<file path="config.mk">
export PLATFORM = sky130hd
export DESIGN_NAME = cook_timer_controller
export DESIGN_NICKNAME = d
export VERILOG_FILES = /design/src/rtl/cook_timer_controller.sv
export SDC_FILE = /design/constraint.sdc
export NUM_CORES = 1
export LEC_CHECK = 0
export CORE_MARGIN = 1
export CORE_UTILIZATION = 40
export DETAILED_ROUTE_END_ITERATION = 6
export PLACE_DENSITY = 0.63
export SETUP_SLACK_MARGIN = 0.5
export SLEW_MARGIN = 10
export SYNTH_ARGS = -nofsm -noshare
export SYNTH_HDL_FRONTEND = slang
export SYNTH_SLANG_ARGS = --single-unit
</file>
<file path="constraint.sdc">
create_clock -name clock -period 3.7 [get_ports clock]
set_clock_uncertainty 0.05 [all_clocks]
set_input_delay 0.74 -clock clock [delete_from_list [all_inputs] [get_ports clock]]
set_output_delay 0.74 -clock clock [all_outputs]
set_load 0.03 [all_outputs]
</file>
<file path="src/rtl/cook_timer_controller.sv">
// Oven cook timer: keypad digit entry into MM:SS, 1 Hz BCD countdown,
// magnetron enable with door interlock, and a timed cook-complete indication.
module cook_timer_controller #(
    parameter int unsigned DONE_HOLD = 3
) (
    input  logic       clock,
    input  logic       clear,
    input  logic       key_valid,
    input  logic [3:0] key_digit,
    input  logic       start,
    input  logic       stop_clear,
    input  logic       door_closed,
    input  logic       tick_1hz,
    output logic [3:0] min_tens,
    output logic [3:0] min_ones,
    output logic [3:0] sec_tens,
    output logic [3:0] sec_ones,
    output logic       magnetron_on,
    output logic       done,
    output logic [2:0] mode
);

    typedef enum logic [2:0] {
        S_IDLE  = 3'd0,
        S_ENTRY = 3'd1,
        S_COOK  = 3'd2,
        S_PAUSE = 3'd3,
        S_DONE  = 3'd4
    } state_t;

    localparam logic [3:0] HOLD_N = 4'(DONE_HOLD);

    state_t     state_q;
    logic [3:0] mt_q, mo_q, st_q, so_q;
    logic [2:0] cnt_q;
    logic [3:0] hold_q;
    logic       mag_q, done_q;

    logic [3:0] mt_d, mo_d, st_d, so_d;
    logic       key_ok, time_zero, dec_zero;

    assign key_ok    = key_valid && (key_digit <= 4'd9);
    assign time_zero = ({mt_q, mo_q, st_q, so_q} == 16'h0000);
    assign dec_zero  = ({mt_d, mo_d, st_d, so_d} == 16'h0000);

    // One-second BCD decrement; a seconds borrow always reloads tens with 5,
    // so entered values above 59 count down literally until the first borrow.
    always_comb begin
        mt_d = mt_q;
        mo_d = mo_q;
        st_d = st_q;
        so_d = so_q;
        if (so_q != 4'd0) begin
            so_d = so_q - 4'd1;
        end else begin
            so_d = 4'd9;
            if (st_q != 4'd0) begin
                st_d = st_q - 4'd1;
            end else begin
                st_d = 4'd5;
                if (mo_q != 4'd0) begin
                    mo_d = mo_q - 4'd1;
                end else begin
                    mo_d = 4'd9;
                    mt_d = mt_q - 4'd1;
                end
            end
        end
    end

    always_ff @(posedge clock) begin
        if (clear) begin
            state_q <= S_IDLE;
            mt_q    <= 4'd0;
            mo_q    <= 4'd0;
            st_q    <= 4'd0;
            so_q    <= 4'd0;
            cnt_q   <= 3'd0;
            hold_q  <= 4'd0;
            mag_q   <= 1'b0;
            done_q  <= 1'b0;
        end else begin
            case (state_q)
                S_IDLE: begin
                    if (stop_clear || !door_closed || start) begin
                        // higher-priority events swallow any key this cycle
                    end else if (key_ok) begin
                        {mt_q, mo_q, st_q, so_q} <= {mo_q, st_q, so_q, key_digit};
                        cnt_q   <= 3'd1;
                        state_q <= S_ENTRY;
                    end
                end
                S_ENTRY: begin
                    if (stop_clear) begin
                        {mt_q, mo_q, st_q, so_q} <= 16'h0000;
                        cnt_q   <= 3'd0;
                        state_q <= S_IDLE;
                    end else if (!door_closed) begin
                    end else if (start) begin
                        if (!time_zero) begin
                            cnt_q   <= 3'd0;
                            mag_q   <= 1'b1;
                            state_q <= S_COOK;
                        end
                    end else if (key_ok && cnt_q < 3'd4) begin
                        {mt_q, mo_q, st_q, so_q} <= {mo_q, st_q, so_q, key_digit};
                        cnt_q <= cnt_q + 3'd1;
                    end
                end
                S_COOK: begin
                    if (stop_clear || !door_closed) begin
                        mag_q   <= 1'b0;
                        state_q <= S_PAUSE;
                    end else if (tick_1hz && !time_zero) begin
                        {mt_q, mo_q, st_q, so_q} <= {mt_d, mo_d, st_d, so_d};
                        if (dec_zero) begin
                            mag_q   <= 1'b0;
                            done_q  <= 1'b1;
                            hold_q  <= 4'd0;
                            state_q <= S_DONE;
                        end
                    end
                end
                S_PAUSE: begin
                    if (stop_clear) begin
                        {mt_q, mo_q, st_q, so_q} <= 16'h0000;
                        state_q <= S_IDLE;
                    end else if (!door_closed) begin
                    end else if (start) begin
                        mag_q   <= 1'b1;
                        state_q <= S_COOK;
                    end
                end
                S_DONE: begin
                    if (stop_clear) begin
                        done_q  <= 1'b0;
                        hold_q  <= 4'd0;
                        state_q <= S_IDLE;
                    end else if (tick_1hz) begin
                        if (hold_q + 4'd1 == HOLD_N) begin
                            done_q  <= 1'b0;
                            hold_q  <= 4'd0;
                            state_q <= S_IDLE;
                        end else begin
                            hold_q <= hold_q + 4'd1;
                        end
                    end
                end
                default: begin
                    mag_q   <= 1'b0;
                    done_q  <= 1'b0;
                    state_q <= S_IDLE;
                end
            endcase
        end
    end

    assign min_tens     = mt_q;
    assign min_ones     = mo_q;
    assign sec_tens     = st_q;
    assign sec_ones     = so_q;
    assign magnetron_on = mag_q;
    assign done         = done_q;
    assign mode         = state_q;

endmodule

</file>
Word-level counts from Yosys, hierarchy flattened
Index checks and enable logic that the tools add are counted.
- output and inout port bits: 21
- memories kept: 0
- register bits after elaboration: 28
- word-level logic and storage cells: 167
- latch bits: 0
- RAM bits: 0
- ROM bits: 0
- input bits: 11
- multiplexer cells: 93
- multipliers: 0
- reduce and logical (&&, ||, !) cells: 24
- equality and inequality tests: 31
- $lt $le $gt $ge: 2
- div/mod/pow operators: 0
- shift operators: 0
- bitwise operators: 2
- $add $sub $neg: 6
- operators with widths (kind ; count):
    $mux 4 ; 48
    $pmux 4 s4 ; 4
    $mux 3 ; 20
    $ne 3x3->1 const B ; 11
    $logic_not 16->1 ; 2
    $ne 2x2->1 const B ; 13
    $mux 1 ; 16
    $reduce_bool 4->1 ; 4
    $sub 4x1->4 const B ; 4
    $pmux 3 s5 ; 1
    $reduce_and 6->1 ; 2
    $reduce_and 11->1 ; 1
    $reduce_and 10->1 ; 1
    $reduce_and 9->1 ; 1
    $ne 4x4->1 const B ; 2
    $pmux 4 s2 ; 1
    $eq 3x2->1 const B ; 2
    $pmux 3 s2 ; 1
    $reduce_and 5->1 ; 1
    $add 4x1->4 const B ; 1
    $eq 4x2->1 const B ; 1
    $le 4x4->1 const B ; 1
    $pmux 1 s4 ; 1
    $reduce_bool 2->1 ; 2
    other kinds (12) ; 17

Depth between registers and ports, before layout
- depth in word-level cells: 9
- gate-level depth with buffers: 9
- depth with buffers taken out: 8

Worst setup path before layout
No wires, ideal clock.
- path kind: reg-to-reg
- start point: reg so_q[1], in the netlist sec_ones[1]
- end point: reg hold_q[1]
- period minus slack after synthesis: 2.774 ns
- setup slack: 0.926 ns
- library setup time: 0.121 ns
- path buffers: 2
- data required time: 3.529 ns
- data arrival time: 2.602 ns
- cell stages (with the launch flop): 9
- path through: dfxtp_1 -> buf_2 -> or4_4 -> buf_6 -> or4_4 -> o21a_1 -> nor3_4 -> o21ba_4 -> mux2_4
- longest elaborated chain between the ends: 5
- elaborated cells on any way between the ends: 13
- classes of those cells: 1 x add/sub; 2 x eq/ne; 4 x mux; 6 x reduce/logical
- ends and longest elaborated chain (what ; line ; source):
    from (decl) ; 34 ; logic [3:0] mt_q, mo_q, st_q, so_q;
    from (signal assigned) ; 88 ; {mt_q, mo_q, st_q, so_q} <= {mo_q, st_q, so_q, key_digit};
    from (signal assigned) ; 106 ; {mt_q, mo_q, st_q, so_q} <= {mo_q, st_q, so_q, key_digit};
    from (signal assigned) ; 115 ; {mt_q, mo_q, st_q, so_q} <= {mt_d, mo_d, st_d, so_d};
    $sub 4x1->4 (tied with other cells) ; 54 ; so_d = so_q - 4'd1;
    $mux 4 or $logic_not 1->1 (tied branches) ; 53, 114 ;
    $logic_not 16->1 or $logic_and 1x1->1 (tied branches) ; 44, 114 ;
    $ne 2x2->1 (no line) ; -- ;
    $reduce_and 5->1 (no line) * ; -- ;
    to (signal assigned) ; 145 ; hold_q <= hold_q + 4'd1;
    to (decl) ; 36 ; logic [3:0] hold_q;
Mark *: on every way between the ends. The rest lies on a longest branch, timed or not.
A chain may end at the register's enable or synchronous reset.

Worst setup path in the final report
- start point: in key_digit[1]
- end point: reg mt_q[1], in the netlist min_tens[1]
- longest elaborated chain between the ends: 5
- elaborated cells on any way between the ends: 6
- classes of those cells: 1 x order compare; 2 x eq/ne; 3 x reduce/logical
- ends and longest elaborated chain (what ; line ; source):
    from (decl) ; 9 ; input logic [3:0] key_digit,
    $le 4x4->1 * ; 42 ; assign key_ok = key_valid && (key_digit <= 4'd9);
    $logic_and 1x1->1 * ; 42 ;
    $logic_and 1x1->1 ; 105 ; end else if (key_ok && cnt_q < 3'd4) begin
    $ne 3x3->1 (no line) ; -- ;
    $reduce_and 9->1 (no line) * ; -- ;
    to (signal assigned) ; 88 ;
    to (signal assigned) ; 106 ;
    to (signal assigned) ; 115 ;
    to (decl) ; 34 ;
Marked as above.

==> results by group <==
Run
  • Max cap viols: 0

Power and ir drop
  • NetSw: 295 uW
  • Clock Power Share: 0.241
  • Leakage: 0.761 nW
  • Switching part of the total power: 0.361
  • Combinational Power Share: 0.330
  • Total power: 816 uW
  • Internal Pwr Total: 521 uW
  • Pwr/cell area: 342 mW/mm^2
  • Peak VDD IR: 0.000154 V
  • Sequential share of power: 0.429

Synthesis
  • Post-synth cell types: 52
  • Syn avg cell area: 7.43 sq um
  • Syn Nets: 285
  • Ys flop type: dfxtp_1
  • Async set-reset flop share out of synthesis: 0
  • Syn Inst Count: 269
  • Synth Cell Area: 0.00200 sq mm
  • Register area share after synthesis: 0.281
  • #FFs+latches synth: 28
  • Post-synth EDFFs: 0
  • Synth warn: 0

CTS
  • Post-CTS Setup Inserts: 0
  • TritonCTS buffer count: 3
  • Clock Pin Slew Worst Setup and Hold Paths: 0.10 ns
  • Clock sink count: 28
  • CTS Buffer Depth: 2
  • Cts-stage hold buffer count: 0
  • CTS tree: built
  • CTS HTree Levels: 1
  • Post_cts resized: 0
  • Clk root buf: clkbuf_8
  • Skew-Pair Late Insertion Delay: 0.28 ns

Critical path
  • Worst Path Arrival: 2.98 ns
  • CP startpoint: key_digit[1]
  • CP bufs+invs: 1
  • Worst path max stage delay: 0.45 ns
  • Crit Path Category: input pin to flop
  • Critical Path RT: 3.81 ns
  • R2r startpoint: sec_ones[1]
  • Slowest CP cell: a221o_1
  • CP delay by family, top: compound AO/OA/AOI/OAI gates
  • Crit Path Max Fanout: 13
  • Critical Path Sink Type: flop
  • Critical path launch point type: input pin
  • Crit-path cells: clkdlybuf4s50_1 -> o21ai_0 -> a41oi_1 -> a221o_1 -> a21o_1 -> a221oi_1 -> a211oi_1

Route
  • Final ANT Viol Nets: 0
  • WL/cell: 16.1 um
  • Via density: 5.93
  • DRC: 0
  • First-pass DRT Iterations: 4
  • Drt initial violations: 154
  • Detailed Route WL: 5.67 mm
  • Via count: 2088

Die
  • Die span in x: 72.7 um
  • Row cnt: 25
  • Die area: 0.00528 sq mm
  • Initial Utilization: 0.420
  • Core area: 0.00475 sq mm
  • DIE HEIGHT: 72.7 um
  • Ports: 32

GRT
  • Global route total overflow: 0
  • Largest net degree at the start of global routing: 28
  • First-pass GRT wire length: 9.43 mm
  • Vias in the first global route: 1824
  • Antenna violations before repair: 0
  • GR Util All Layers: 0.227

Place
  • Placed Cells: 348
  • Placer congestion estimate: 0.883
  • Port buffer count: 31
  • Post-place setup slack: 0.535 ns
  • Placed instance area: 0.00233 sq mm
  • Placed wire-length estimate: 3.87 mm

Layout
  • Filler-free cell count of the finished design: 352
  • Final Net Count: 302
  • Design area: 0.00238 sq mm
  • ANT cells: 0
  • Syn-to-layout area delta: 19.3%
  • Share of post-route cells with drive strength above 1: 0.0667

STA
  • Finish-stage setup viols: 0
  • Final Hold Fails: 0
  • Fin worst setup slack: 0.829 ns
  • Crit path time final: 2.87 ns
  • Slew Limit Fails: 0
  • Setup tns final: 0 ns
  • Tcrit/Tclk final: 0.776
  • RSZ-0062 raised after global routing: no
  • Relative slew slack: 0.587
  • Max Clk Rate: 348 MHz
  • Worst slew pin tran: 0.614 ns

Min path
  • Hold Crit Class: flop to flop
  • Hold wc startpoint: magnetron_on

Status
  • Status: completed
## power groups by stage
stage | logic, mW | clock network (mW) | registers [mW]
floorplan | 0.183 | 0 | 0.360
global placement | 0.264 | 0 | 0.356
detailed placement | 0.266 | 0 | 0.356
CTS | 0.267 | 0.206 | 0.349
global route | 0.296 | 0.214 | 0.355
finish | 0.269 | 0.197 | 0.350
## cell families after synthesis
| family | after synthesis | synth area share |
|---|---|---|
| AOI/OAI and AO/OA | 95 | 0.326 |
| buffers and inverters | 33 | 0.0670 |
| and+or+nand+nor | 103 | 0.270 |
| adders and majority gates | 5 | 0.0313 |
| DFF | 28 | 0.281 |
| muxes | 2 | 0.0125 |
| xor gates and xnor gates | 3 | 0.0132 |
## Yosys cell counts (all sizes together) (2+ instances only)
library cell / n / area, sq um
nand2b: 2 / 12.5
o211ai: 2 / 15.0
nor2b: 6 / 37.5
or3: 3 / 18.8
xnor2: 3 / 26.3
nand4: 7 / 43.8
nand3: 7 / 35.0
o21a: 2 / 15.0
a31oi: 2 / 12.5
a2111o: 2 / 22.5
o31ai: 6 / 45.0
o21ai: 19 / 95.1
nand2: 25 / 93.8
nor2: 24 / 90.1
nor3: 12 / 76.3
clkbuf: 20 / 75.1
a221oi: 4 / 35.0
dfxtp: 28 / 561
nor4b: 2 / 17.5
buf: 4 / 25.0
nor4: 6 / 37.5
a211oi: 9 / 72.6
a21oi: 27 / 135
a21o: 3 / 22.5
a41oi: 3 / 26.3
or4: 3 / 30.0
o32ai: 4 / 35.0
a311oi: 2 / 17.5
or2: 2 / 12.5
nand3b: 2 / 15.0
ha: 5 / 62.6
inv: 9 / 33.8
## layout make-up
type | instances | area [sq um]
Fill cell | 514 | 2370
Timing Repair Buffer | 36 | 348
Multi-Input combinational cell | 208 | 1300
Inverter | 9 | 33.8
Tap cell | 67 | 83.8
Sequential cell | 28 | 561
Clock buffer | 4 | 55.1
## worst reg2reg max path, cell delays in order, from the launching register on
cell	delay, ns
dfxtp_1	0.43
or4_4	0.62
or4_4	0.53
o21a_1	0.24
nor3_4	0.30
o21ba_4	0.20
mux2_4	0.29
## layer usage
layer | share of wire | vias up | routed length [um] | track usage
met5 | 0 | - | 0 | 0
met4 | 0.012 | 0 | 70 | 0.0632
met3 | 0.056 | 6 | 318 | 0.0235
met2 | 0.44 | 75 | 2500 | 0.334
met1 | 0.49 | 962 | 2790 | 0.347
li1 | - | 1045 | - | -
## per-stage QoR
step	hold slack, ns	utilization
6_report	0.453	0.502
5_1_grt	0.487	0.502
4_1_cts	0.462	0.502
3_5_place_dp	0.444	0.490
3_3_place_gp	0.430	0.490
2_1_floorplan	0.415	-
## worst paths after layout
| check | slack, ns | cells after the start | endpoint |
|---|---|---|---|
| setup / recovery | 0.83 | 7 | min_tens[1] |
| hold / removal | 0.45 | 2 | magnetron_on |
| setup reg to reg | 0.92 | 6 | hold_q[1] |
| hold reg to reg | 0.45 | 2 | magnetron_on |
## cell usage in the layout, fill, tap and decap left out, drive strengths merged, types with 2 or more instances in the layout
cell type      Yosys  final
nor4               6      6
o21ai             19     19
or3                3      3
o32ai              4      4
dfxtp             28     28
nor3              12     12
clkdlybuf4s50      0     31
xnor2              3      3
a221oi             4      4
a311oi             2      2
nor4b              2      2
nand3              7      7
a41oi              3      3
nor2b              6      6
nor2              24     24
a21o               3      3
o31ai              6      6
nand2             25     25
buf                4      5
nand4              7      7
o21a               2      2
nand3b             2      2
nand2b             2      2
clkbuf            20      4
o211ai             2      2
a211oi             9      9
a21oi             27     27
or2                2      2
or4                3      3
inv                9      9
ha                 5      5
a31oi              2      2
a2111o             2      2
## sequential cells by signal (all words and copies together) (netlist names)
signal,flops
hold_q,4
min_ones,4
min_tens,4
sec_ones,4
sec_tens,4
cnt_q,3
mode,3
done,1
magnetron_on,1
Note: power is estimated with default switching activity, not from simulation.
